File: config.mk
export PLATFORM = sky130hd
export DESIGN_NAME = mem_arbiter
export DESIGN_NICKNAME = d
export VERILOG_FILES = /design/src/rtl/mem_arbiter.sv
export SDC_FILE = /design/constraint.sdc
export NUM_CORES = 1
export LEC_CHECK = 0
export BUFFER_PORTS_ARGS = -buffer_cell sky130_fd_sc_hd__buf_4
export CAP_MARGIN = 10
export CORE_ASPECT_RATIO = 1.25
export CORE_MARGIN = 2
export CORE_UTILIZATION = 40
export CTS_BUF_LIST = sky130_fd_sc_hd__clkbuf_4 sky130_fd_sc_hd__clkbuf_8
export DETAILED_ROUTE_END_ITERATION = 10
export PLACE_DENSITY = 0.7
export SETUP_SLACK_MARGIN = 0.1
export SLEW_MARGIN = 10
export SYNTH_ARGS = -nofsm -noshare
export SYNTH_HDL_FRONTEND = slang
export SYNTH_SLANG_ARGS = --single-unit
File: constraint.sdc
create_clock -name clk -period 7.4 [get_ports clk]
set_input_delay 1.11 -clock clk [delete_from_list [all_inputs] [get_ports clk]]
set_output_delay 1.11 -clock clk [all_outputs]
set_load 0.05 [all_outputs]
File: src/rtl/mem_arbiter.sv
// Two-port (fetch / load-store) arbiter in front of a single shared memory with fixed read latency.
// One transaction in flight at a time; ties alternate, with D winning the first tie after reset.
module mem_arbiter #(
  parameter int MEM_LAT = 1
) (
  input  logic        clk,
  input  logic        reset,
  input  logic        i_req,
  input  logic [31:0] i_addr,
  output logic        i_gnt,
  output logic        i_rvalid,
  output logic [31:0] i_rdata,
  input  logic        d_req,
  input  logic        d_we,
  input  logic [31:0] d_addr,
  input  logic [31:0] d_wdata,
  input  logic [2:0]  d_type,
  output logic        d_gnt,
  output logic        d_rvalid,
  output logic [31:0] d_rdata,
  output logic        m_req,
  output logic        m_we,
  output logic [31:0] m_addr,
  output logic [31:0] m_wdata,
  output logic [2:0]  m_type,
  input  logic [31:0] m_rdata
);

  // IDLE: arbitrate | ISSUE: memory strobe | WAIT: count MEM_LAT | RESP: rvalid pulse
  typedef enum logic [1:0] {S_IDLE, S_ISSUE, S_WAIT, S_RESP} state_t;
  typedef enum logic {G_I, G_D} port_t;

  localparam logic [3:0] LAT_CNT = 4'(MEM_LAT);

  state_t      r_state;
  port_t       r_last_gnt;
  logic [3:0]  r_cnt;
  logic        r_store;
  logic        r_m_req;
  logic        r_m_we;
  logic [31:0] r_m_addr;
  logic [31:0] r_m_wdata;
  logic [2:0]  r_m_type;
  logic        r_i_rvalid;
  logic        r_d_rvalid;
  logic [31:0] r_i_rdata;
  logic [31:0] r_d_rdata;

  logic w_idle;
  logic w_i_win;
  logic w_d_win;

  // Grants are combinational so the requester sees acceptance in its request cycle.
  assign w_idle  = (r_state == S_IDLE) && !reset;
  assign w_i_win = w_idle && i_req && (!d_req || (r_last_gnt == G_D));
  assign w_d_win = w_idle && d_req && (!i_req || (r_last_gnt == G_I));

  assign i_gnt    = w_i_win;
  assign d_gnt    = w_d_win;
  assign i_rvalid = r_i_rvalid;
  assign i_rdata  = r_i_rdata;
  assign d_rvalid = r_d_rvalid;
  assign d_rdata  = r_d_rdata;
  assign m_req    = r_m_req;
  assign m_we     = r_m_we;
  assign m_addr   = r_m_addr;
  assign m_wdata  = r_m_wdata;
  assign m_type   = r_m_type;

  always_ff @(posedge clk or posedge reset) begin
    if (reset) begin
      r_state    <= S_IDLE;
      r_last_gnt <= G_I;
      r_cnt      <= 4'd0;
      r_store    <= 1'b0;
      r_m_req    <= 1'b0;
      r_m_we     <= 1'b0;
      r_m_addr   <= 32'd0;
      r_m_wdata  <= 32'd0;
      r_m_type   <= 3'd0;
      r_i_rvalid <= 1'b0;
      r_d_rvalid <= 1'b0;
      r_i_rdata  <= 32'd0;
      r_d_rdata  <= 32'd0;
    end else begin
      r_m_req    <= 1'b0;
      r_m_we     <= 1'b0;
      r_i_rvalid <= 1'b0;
      r_d_rvalid <= 1'b0;
      case (r_state)
        S_IDLE: begin
          if (w_d_win) begin
            r_state    <= S_ISSUE;
            r_last_gnt <= G_D;
            r_store    <= d_we;
            r_m_req    <= 1'b1;
            r_m_we     <= d_we;
            r_m_addr   <= d_addr;
            r_m_wdata  <= d_wdata;
            r_m_type   <= d_type;
          end else if (w_i_win) begin
            r_state    <= S_ISSUE;
            r_last_gnt <= G_I;
            r_store    <= 1'b0;
            r_m_req    <= 1'b1;
            r_m_we     <= 1'b0;
            r_m_addr   <= i_addr;
            r_m_type   <= 3'b010;
          end
        end
        S_ISSUE: begin
          r_cnt   <= LAT_CNT;
          r_state <= S_WAIT;
        end
        S_WAIT: begin
          // Terminal count: this edge is MEM_LAT cycles after ISSUE, so memory data is valid now.
          if (r_cnt == 4'd1) begin
            r_cnt   <= 4'd0;
            r_state <= S_RESP;
            if (r_last_gnt == G_I) begin
              r_i_rvalid <= 1'b1;
              r_i_rdata  <= m_rdata;
            end else begin
              r_d_rvalid <= 1'b1;
              if (!r_store) r_d_rdata <= m_rdata;
            end
          end else begin
            r_cnt <= r_cnt - 4'd1;
          end
        end
        S_RESP: r_state <= S_IDLE;
        default: r_state <= S_IDLE;
      endcase
    end
  end

endmodule

==> qor.yml, run 1 <==
status:
  status: "finished, final reports clean"
routing:
  wire_per_inst_um: 16.7
  vias: 4730
  viasPerCell: 4.90
  drt-total-wl_mm: 16.1
  firstDrtPassIters: 4
  ant_nets: 0
  drt-initial-drc-count: 224
  drc_errors: 0
finish:
  seq_area_mm2: 0.00358
  multi_input_area_mm2: 0.00216
  final_util_pct: 58.8
  area_growth_pct: 42.4
  insertedDiodeCount: 0
  fin_nets: 914
  nFillCells: 1233
  fin_cells: 965
  final_common_cell: "buf_4"
  postLayoutCellArea_mm2: 0.00851
  final_cell_mix: "buf_4, dfrtp_1, nand2_1"
  drive_above_1_share_pct: 48.4
cts:
  hold_buffers: 0
  clkSinkCount: 143
  cts_resized: 0
  cts_max_level: 4
  cts_setup_buffers: 0
  cts_tree: "built"
  cts.clk_slew.worst_paths_ps: 80
  clock-root-buffer: "clkbuf_8"
  insertion_delay_ps: 440
  numCtsBuffers: 17
  clockBufferDepth: 2
floorplanning:
  row_count: 49
  core_area_mm2: 0.0145
  start_util_pct: 41.3
  io_pins: 273
  die_area_mm2: 0.0159
  fp.dieH_um: 141
  die_x_um: 113
sta:
  fin_crit_sh_pct: 55.0
  maxSlewViolCount: 0
  grt_setup_unrepaired: "false"
  relSlewSlack_pct: 38.3
  finalCriticalPeriod_ps: 4070
  setup_ws_ps: 3330
  fin_skew_ps: 11.0
  timing.fmax_mhz: 246
  finalSetupTns_ps: 0
  hold-worst-slack_ps: 478
  finalHoldViolations: 0
  setup_viol: 0
  tightest_slew_ps: 920
worst_setup_path:
  arrival_ps: 2960
  crit_path_top_delay_cell: "buf_4"
  cpMostUsedCell: "buf_4"
  critPathKind: "in2out"
  worstSetupStartpointType: "input port"
  cp_cell_sequence: "buf_4 -> nor2b_1 -> nand3_2 -> buf_4 -> inv_2 -> buf_4 -> buf_4"
  cp.required_ps: 6290
  cp_max_fo: 68
  rr_worst_depth: 9
  cp-end-kind: "output port"
  cpPeakStageDelay_ps: 530
pwr:
  pwr-share-seq_pct: 28.5
  pwr-share-comb_pct: 58.0
  ir_worst_vdd_mv: 0.294
  p_clk_share_pct: 13.5
  p_leak_nw: 4.51
  total_power_mw: 4.92
  internal-power_mw: 2.51
  p_sw_mw: 2.41
  swShare_pct: 49.1
  powerDensity_mw_per_mm2: 578
place:
  pre_cts_ws_ps: 3320
  dp.cells: 933
  io_buffers: 272
  dpl_cell_area_mm2: 0.00808
  dpl.hpwl_mm: 11.6
  gp_congestion: 0.778
logic_synthesis:
  synth_seq_area_share_pct: 59.9
  synthDistinctLibCells: 33
  syn_area_mm2: 0.00597
  synth_seq_cells: 143
  syn_area_per_cell_um2: 11.8
  synth.net_count: 646
  yosys_warnings: 0
  syn_inst: 506
grt:
  grt_pass1_wl_mm: 25.9
  grt_max_degree: 92
  antenna_found_initial: 0
  grt_usage_pct: 20.7
  grt_overflow: 0
  grt_pass1_vias: 5037
hold_path:
  hold_path_depth: 2
  hold_path_class: "reg2reg"
flow_run:
  maxCapViolations: 0
-- routing by layer --
layer	track usage (%)	vias up	part of all wire (%)
li1	-	2201	-
met1	24.9	2288	40
met2	34.4	213	50
met3	6.41	28	8.2
met4	9.05	0	2.6
met5	0	-	0
-- sequential cells by signal, indices dropped and copies added (netlist names) --
register and cells:
d_rvalid 1, i_rvalid 1, m_we 1, r_store 1, i_rdata 32, r_state 2
m_wdata 32, r_last_gnt 1, m_req 1, m_type 3, r_cnt 4, m_addr 32
d_rdata 32
-- kinds of logic (layout without fill, tap and decap cells) --
family | Yosys count | count (layout) | share of synthesized area (%)
buf+inv | 37 | 318 | 3.98
compound gates | 78 | 78 | 7.06
mux | 65 | 65 | 16.0
fa+ha+maj | 4 | 4 | 0.838
flops | 143 | 143 | 59.9
simple gates | 179 | 179 | 12.3
-- critical path, delay by kind of cell --
kind	cells	cell delay (ps)
buf+inv	5	1420
simple gates	2	370
-- synth_stat cells --
| library cell | number | area, µm² |
|---|---|---|
| nand3_1 | 1 | 5.00 |
| nor3_1 | 1 | 5.00 |
| o221ai_1 | 1 | 8.76 |
| buf_1 | 1 | 3.75 |
| a21oi_1 | 65 | 325 |
| nand4_1 | 1 | 6.26 |
| mux2_2 | 6 | 67.6 |
| and2_1 | 1 | 6.26 |
| nor2b_4 | 1 | 13.8 |
| buf_6 | 3 | 33.8 |
| mux2_4 | 59 | 886 |
| a32o_1 | 1 | 10.0 |
| nor2_1 | 33 | 124 |
| nand3b_4 | 1 | 20.0 |
| nor3b_1 | 1 | 7.51 |
| a21o_1 | 1 | 7.51 |
| a22o_1 | 2 | 17.5 |
| inv_1 | 9 | 33.8 |
| dfrtp_1 | 143 | 3580 |
| clkbuf_1 | 10 | 37.5 |
| nor2b_1 | 2 | 12.5 |
| o21ai_2 | 1 | 8.76 |
| o22a_1 | 2 | 17.5 |
| clkinv_1 | 1 | 3.75 |
| ha_1 | 4 | 50.1 |
| nand2_1 | 133 | 499 |
| buf_12 | 4 | 80.1 |
| buf_2 | 9 | 45.0 |
| and2_4 | 1 | 8.76 |
| o21ai_0 | 4 | 20.0 |
| o22ai_1 | 1 | 6.26 |
| and3_1 | 2 | 12.5 |
| and3_4 | 1 | 11.3 |
-- cell type report --
| class | count | share of cell area [%] |
|---|---|---|
| multi-input combinational | 326 | 25.4 |
| clock buffer | 20 | 3.24 |
| sequential | 143 | 42.1 |
| tap | 178 | 2.62 |
| inverter | 10 | 0.500 |
| clock inverter | 12 | 1.82 |
| timing repair buffer | 276 | 24.4 |
-- final timing paths --
path	end	from	slack, ps
setup reg to reg	m_addr[7]	r_state[0]	4910
hold reg to reg	m_wdata[15]	m_wdata[15]	480
hold / removal	m_wdata[15]	m_wdata[15]	480
max in group asynchronous	d_rdata[30]	reset	5410
setup / recovery	d_gnt	reset	3330
min in group asynchronous	r_cnt[2]	reset	820
-- power by group through the flow --
stage | logic, mW | clock network (mW) | registers (mW)
final | 2.85 | 0.664 | 1.40
after global placement | 2.82 | 0 | 1.39
after CTS | 2.87 | 0.686 | 1.40
after global routing | 2.99 | 0.716 | 1.45
after floorplan | 0.759 | 0 | 2.67
after detailed placement | 2.86 | 0 | 1.41
Power figures use the tool's default switching activity.
==> run 2, diff against run 1 <==
--- a/config.mk
+++ b/config.mk
@@ -12,7 +12,7 @@
 export CORE_UTILIZATION = 40
 export CTS_BUF_LIST = sky130_fd_sc_hd__clkbuf_4 sky130_fd_sc_hd__clkbuf_8
 export DETAILED_ROUTE_END_ITERATION = 10
-export PLACE_DENSITY = 0.7
+export PLACE_DENSITY = 0.73
 export SETUP_SLACK_MARGIN = 0.1
 export SLEW_MARGIN = 10
 export SYNTH_ARGS = -nofsm -noshare
==> constraint.sdc (replaced) <==
create_clock -name clk -period 3.6 [get_ports clk]
set_input_delay 0.54 -clock clk [delete_from_list [all_inputs] [get_ports clk]]
set_output_delay 0.54 -clock clk [all_outputs]
set_load 0.05 [all_outputs]
==> qor.yml, run 2 (synthesized netlist as in run 1, its figures left out) <==
worst_setup_path:
  cp-end-kind: "output port"
  cpPeakStageDelay_ps: 400
  cp.required_ps: 3060
  arrival_ps: 2170
  cp.buffers_inverters: 3
  cp_cell_sequence: "inv_1 -> ha_1 -> nor2b_1 -> nand3_2 -> inv_2 -> buf_4"
  crit_path_top_delay_cell: "inv_2"
  cp_max_fo: 29
  worstSetupStartpointType: "flop"
  critPathKind: "reg2out"
  cpLargestDelayFamily: "buffers and inverters"
routing:
  drc_errors: 0
  wire_per_inst_um: 16.5
  drt-initial-drc-count: 292
  vias: 4725
  viasPerCell: 4.90
  firstDrtPassIters: 4
  drt-total-wl_mm: 15.9
  ant_nets: 0
cts:
  clockBufferDepth: 2
  cts_tree: "built"
  cts_setup_buffers: 0
  clkSinkCount: 143
  numCtsBuffers: 17
  cts.clk_slew.worst_paths_ps: 80
  hold_buffers: 0
  cts_resized: 0
  clock-root-buffer: "clkbuf_8"
  cts_max_level: 4
  insertion_delay_ps: 440
finish:
  fin_nets: 915
  nFillCells: 1205
  area_growth_pct: 42.4
  postLayoutCellArea_mm2: 0.00850
  final_common_cell: "buf_4"
  drive_above_1_share_pct: 48.4
  insertedDiodeCount: 0
  final_cell_mix: "buf_4, dfrtp_1, nand2_1"
status:
  status: "finished, final reports clean"
floorplanning:
  die_area_mm2: 0.0159
  io_pins: 273
  fp.dieH_um: 141
  start_util_pct: 41.3
  core_area_mm2: 0.0145
  die_x_um: 113
  row_count: 49
place:
  io_buffers: 272
  gp_congestion: 0.795
  dpl.hpwl_mm: 11.5
  dpl_cell_area_mm2: 0.00811
sta:
  setup_viol: 0
  grt_setup_unrepaired: "false"
  maxSlewViolCount: 0
  finalSetupTns_ps: 0
  tightest_slew_ps: 955
  timing.fmax_mhz: 369
  finalHoldViolations: 0
  fin_crit_sh_pct: 75.2
  hold-worst-slack_ps: 278
  fin_skew_ps: 18.7
  relSlewSlack_pct: 35.9
  finalCriticalPeriod_ps: 2710
hold_path:
  hold_path_class: "in2async"
grt:
  grt_usage_pct: 20.3
  grt_max_degree: 67
  grt_pass1_vias: 4993
  grt_overflow: 0
  grt_pass1_wl_mm: 25.6
  antenna_found_initial: 0
pwr:
  ir_worst_vdd_mv: 0.479
  powerDensity_mw_per_mm2: 1180
  p_leak_nw: 4.49
flow_run:
  maxCapViolations: 0
run 2: cell types whose count changed in the layout (fill, tap and decap cells not counted):
cell        previous run  this run
buf_12                 0         2
buf_4                276       275
bufinv_16              3         2
clkbuf_8              20        19
clkinv_2               3         2
clkinv_4               1         0
clkinvlp_4             2         6
inv_6                  4         3
run 2: worst paths after layout:
path | end | cells after the start | start | slack, ps
hold reg to reg | m_wdata[18] | 2 | m_wdata[18] | 480
min in group clk | m_wdata[24] | 3 | d_wdata[24] | 280
max in group asynchronous | m_wdata[6] | 3 | reset | 2580
setup reg to reg | m_addr[3] | 8 | r_state[0] | 1320
hold / removal | r_last_gnt | 2 | reset | 280
setup / recovery | d_gnt | 6 | r_state[0] | 890
run 2: metrics by stage:
step                      utilization, %  worst slack (ps)  instances  power [mW]
final                               58.8               893        965        10.0
after global routing                58.8               735        965        10.5
after CTS                           58.8               845        965        10.1
after detailed placement            56.0              1280        934        8.79
after global placement              56.0              1340        934        8.66
after floorplan                        -              1270        506        7.04
run 2: final cells by class:
type,count,area (µm²),share of cell area [%]
Clock buffer,19,262,3.07
Multi-Input combinational cell,326,2160,25.4
Timing Repair Buffer,277,2100,24.7
Inverter,10,41.3,0.486
Clock inverter,12,134,1.57
Tap cell,178,223,2.62
Sequential cell,143,3580,42.1
run 2: layer usage:
| metal | routed length, µm | share of wire [%] | vias up | global-route usage (%) |
|---|---|---|---|---|
| li1 | - | - | 2213 | - |
| met1 | 6410 | 40 | 2253 | 24.9 |
| met2 | 7970 | 50 | 236 | 33.9 |
| met3 | 1270 | 8.0 | 23 | 6.58 |
| met4 | 255 | 1.6 | 0 | 6.61 |
| met5 | 0 | 0 | - | 0 |
run 2: where the power goes:
group / internal, mW / total (mW) / switching, mW
clock: 0.652 / 1.27 / 0.617
combinational: 2.00 / 5.83 / 3.83
sequential: 2.41 / 2.91 / 0.503
total: 5.06 / 10.0 / 4.95
==> run 3, diff against run 2 <==
--- a/config.mk
+++ b/config.mk
@@ -5,6 +5,7 @@
 export SDC_FILE = /design/constraint.sdc
 export NUM_CORES = 1
 export LEC_CHECK = 0
+export ABC_AREA = 1
 export BUFFER_PORTS_ARGS = -buffer_cell sky130_fd_sc_hd__buf_4
 export CAP_MARGIN = 10
 export CORE_ASPECT_RATIO = 1.25
==> constraint.sdc (replaced) <==
create_clock -name clk -period 2.2 [get_ports clk]
set_input_delay 0.33 -clock clk [delete_from_list [all_inputs] [get_ports clk]]
set_output_delay 0.33 -clock clk [all_outputs]
set_load 0.05 [all_outputs]
==> qor.yml, run 3 <==
sta:
  fin_crit_sh_pct: 89.7
  finalCriticalPeriod_ps: 1970
  fin_skew_ps: 10.5
  setup_viol: 0
  maxSlewViolCount: 0
  relSlewSlack_pct: 48.8
  finalHoldViolations: 0
  setup_ws_ps: 227
  tightest_slew_ps: 769
  grt_setup_unrepaired: "false"
  timing.fmax_mhz: 507
finish:
  final_common_cell: "buf_4"
  drive_above_1_share_pct: 36.8
  final_util_pct: 59.5
  insertedDiodeCount: 0
  nFillCells: 1266
  area_growth_pct: 46.2
  fin_nets: 1029
  final_cell_mix: "buf_4, nand2_1, dfrtp_1"
logic_synthesis:
  synth_seq_cells: 143
  synth_edf_count: 0
  synth_top_cell_by_area: "dfrtp_1"
  synth_top_area_share_pct: 61.6
  syn_inst: 623
  syn_area_per_cell_um2: 9.33
  synth_area_leaders: "dfrtp_1, nand2_1, o21ai_0, o21ai_1, inv_1"
  yosys_most_used_dff: "dfrtp_1"
  synth.most_common_cell: "nand2_1"
  yosys_warnings: 0
  synth.net_count: 763
  synthTopCellsByCount: "nand2_1, dfrtp_1, o21ai_0, o21ai_1, inv_1"
  async_flop_share_pct: 100
  synth_seq_area_share_pct: 61.6
  syn_area_mm2: 0.00581
  synthDistinctLibCells: 28
floorplanning:
  fp.dieH_um: 139
  die_area_mm2: 0.0155
  core_area_mm2: 0.0143
  row_count: 49
  start_util_pct: 40.7
  die_x_um: 112
  io_pins: 273
cts:
  cts.clk_slew.worst_paths_ps: 80
  numCtsBuffers: 17
  clockBufferDepth: 2
  hold_buffers: 0
  insertion_delay_ps: 440
  clock-root-buffer: "clkbuf_8"
  cts_max_level: 4
  clkSinkCount: 143
  cts_tree: "built"
worst_setup_path:
  arrival_ps: 1640
  cp_max_fo: 3
  cpPeakStageDelay_ps: 380
  cp.required_ps: 1870
  cp_cell_sequence: "inv_1 -> ha_4 -> inv_1 -> nor2_2 -> nand3_4 -> inv_2 -> buf_6"
  critPathKind: "reg2out"
  worstSetupStartpointType: "flop"
  cpMostUsedCell: "inv_1"
  crit_path_top_delay_cell: "dfrtp_1"
  cp-end-kind: "output port"
grt:
  grt_usage_pct: 20.9
  grt_pass1_wl_mm: 25.7
  antenna_found_initial: 0
  grt_overflow: 0
  grt_pass1_vias: 5161
  grt_max_degree: 144
routing:
  drt-initial-drc-count: 342
  vias: 5134
  drc_errors: 0
  viasPerCell: 4.76
  ant_nets: 0
  drt-total-wl_mm: 15.9
  wire_per_inst_um: 14.8
  firstDrtPassIters: 6
hold_path:
  hold_path_class: "in2reg"
pwr:
  powerDensity_mw_per_mm2: 1900
  p_leak_nw: 4.48
  ir_worst_vdd_mv: 1.14
  total_power_mw: 16.2
place:
  io_buffers: 272
  gp_congestion: 0.767
  pre_cts_ws_ps: 340
  dpl.hpwl_mm: 11.2
flow_run:
  maxCapViolations: 0
status:
  status: "finished, final reports clean"
run 3: cell count changes in the layout (fill, tap and decap cells not counted), sizes merged, moves of 4 or more:
cell and change:
o21ai +92, nand2 +78, mux2 -65, inv +35, a21oi -31, nand3 +5
nor2 +5, buf +4, clkinvlp -4
run 3: area by class of cell:
type / instances / area [µm²] / area share [%]
Sequential cell: 143 / 3580 / 42.1
Multi-Input combinational cell: 399 / 1860 / 21.9
Clock inverter: 9 / 180 / 2.12
Tap cell: 178 / 223 / 2.62
Timing Repair Buffer: 281 / 2180 / 25.6
Inverter: 47 / 185 / 2.18
Clock buffer: 22 / 297 / 3.49
run 3: logic make-up after synthesis:
kind of cell,synth area share (%)
fa+ha+maj,0.861
flops,61.6
xor+xnor,0.301
compound gates,12.0
buf+inv,7.21
simple gates,18.0
run 3: routing by layer:
layer  vias up  global-route usage (%)  part of all wire, %
met4         0                    7.73                  1.9
met5         -                       0                    0
li1       2508                       -                    -
met3        23                    6.25                  9.0
met1      2367                    27.6                   42
met2       236                    32.7                   47
run 3: critical path, delay by kind of cell (launching register included):
family / cells / cell delay (ps)
AND/OR/NAND/NOR: 2 / 250
flip-flops: 1 / 380
buffers and inverters: 4 / 420
adder cells (fa/ha/maj): 1 / 170
run 3: power by group:
group | total [mW] | internal (mW) | switching [mW]
sequential | 4.67 | 3.91 | 0.756
combinational | 9.03 | 2.66 | 6.38
clock | 2.47 | 1.48 | 0.990
run 3: path summary, 6_finish.rpt:
check | cells past startpoint | slack [ps] | to | start
max | 7 | 230 | i_gnt | r_state[0]
min | 3 | 80 | m_wdata[1] | d_wdata[1]
max reg2reg | 9 | 360 | m_addr[19] | r_state[0]
min reg2reg | 2 | 480 | m_wdata[11] | m_wdata[11]
max in group asynchronous | 3 | 1470 | m_addr[17] | reset
min in group asynchronous | 3 | 170 | m_addr[15] | reset
run 3: repair_timing:
item                                    4_1_cts  5_1_grt
buffers inserted                              1        0
resized for setup                             2        4
pin swaps                                     1        1
gates cloned                                  0        0
endpoints found under the hold margin         0        0
endpoints found under the setup margin        2        2
run 3: through the flow:
stage	hold slack, ps	area, µm²	std cells	setup TNS (ps)
3_3_place_gp	458	7990	1047	0
4_1_cts	46.6	8480	1079	0
2_1_floorplan	440	5860	623	-91980
6_report	78.6	8500	1079	0
3_5_place_dp	467	7990	1047	0
5_1_grt	50.6	8500	1079	0
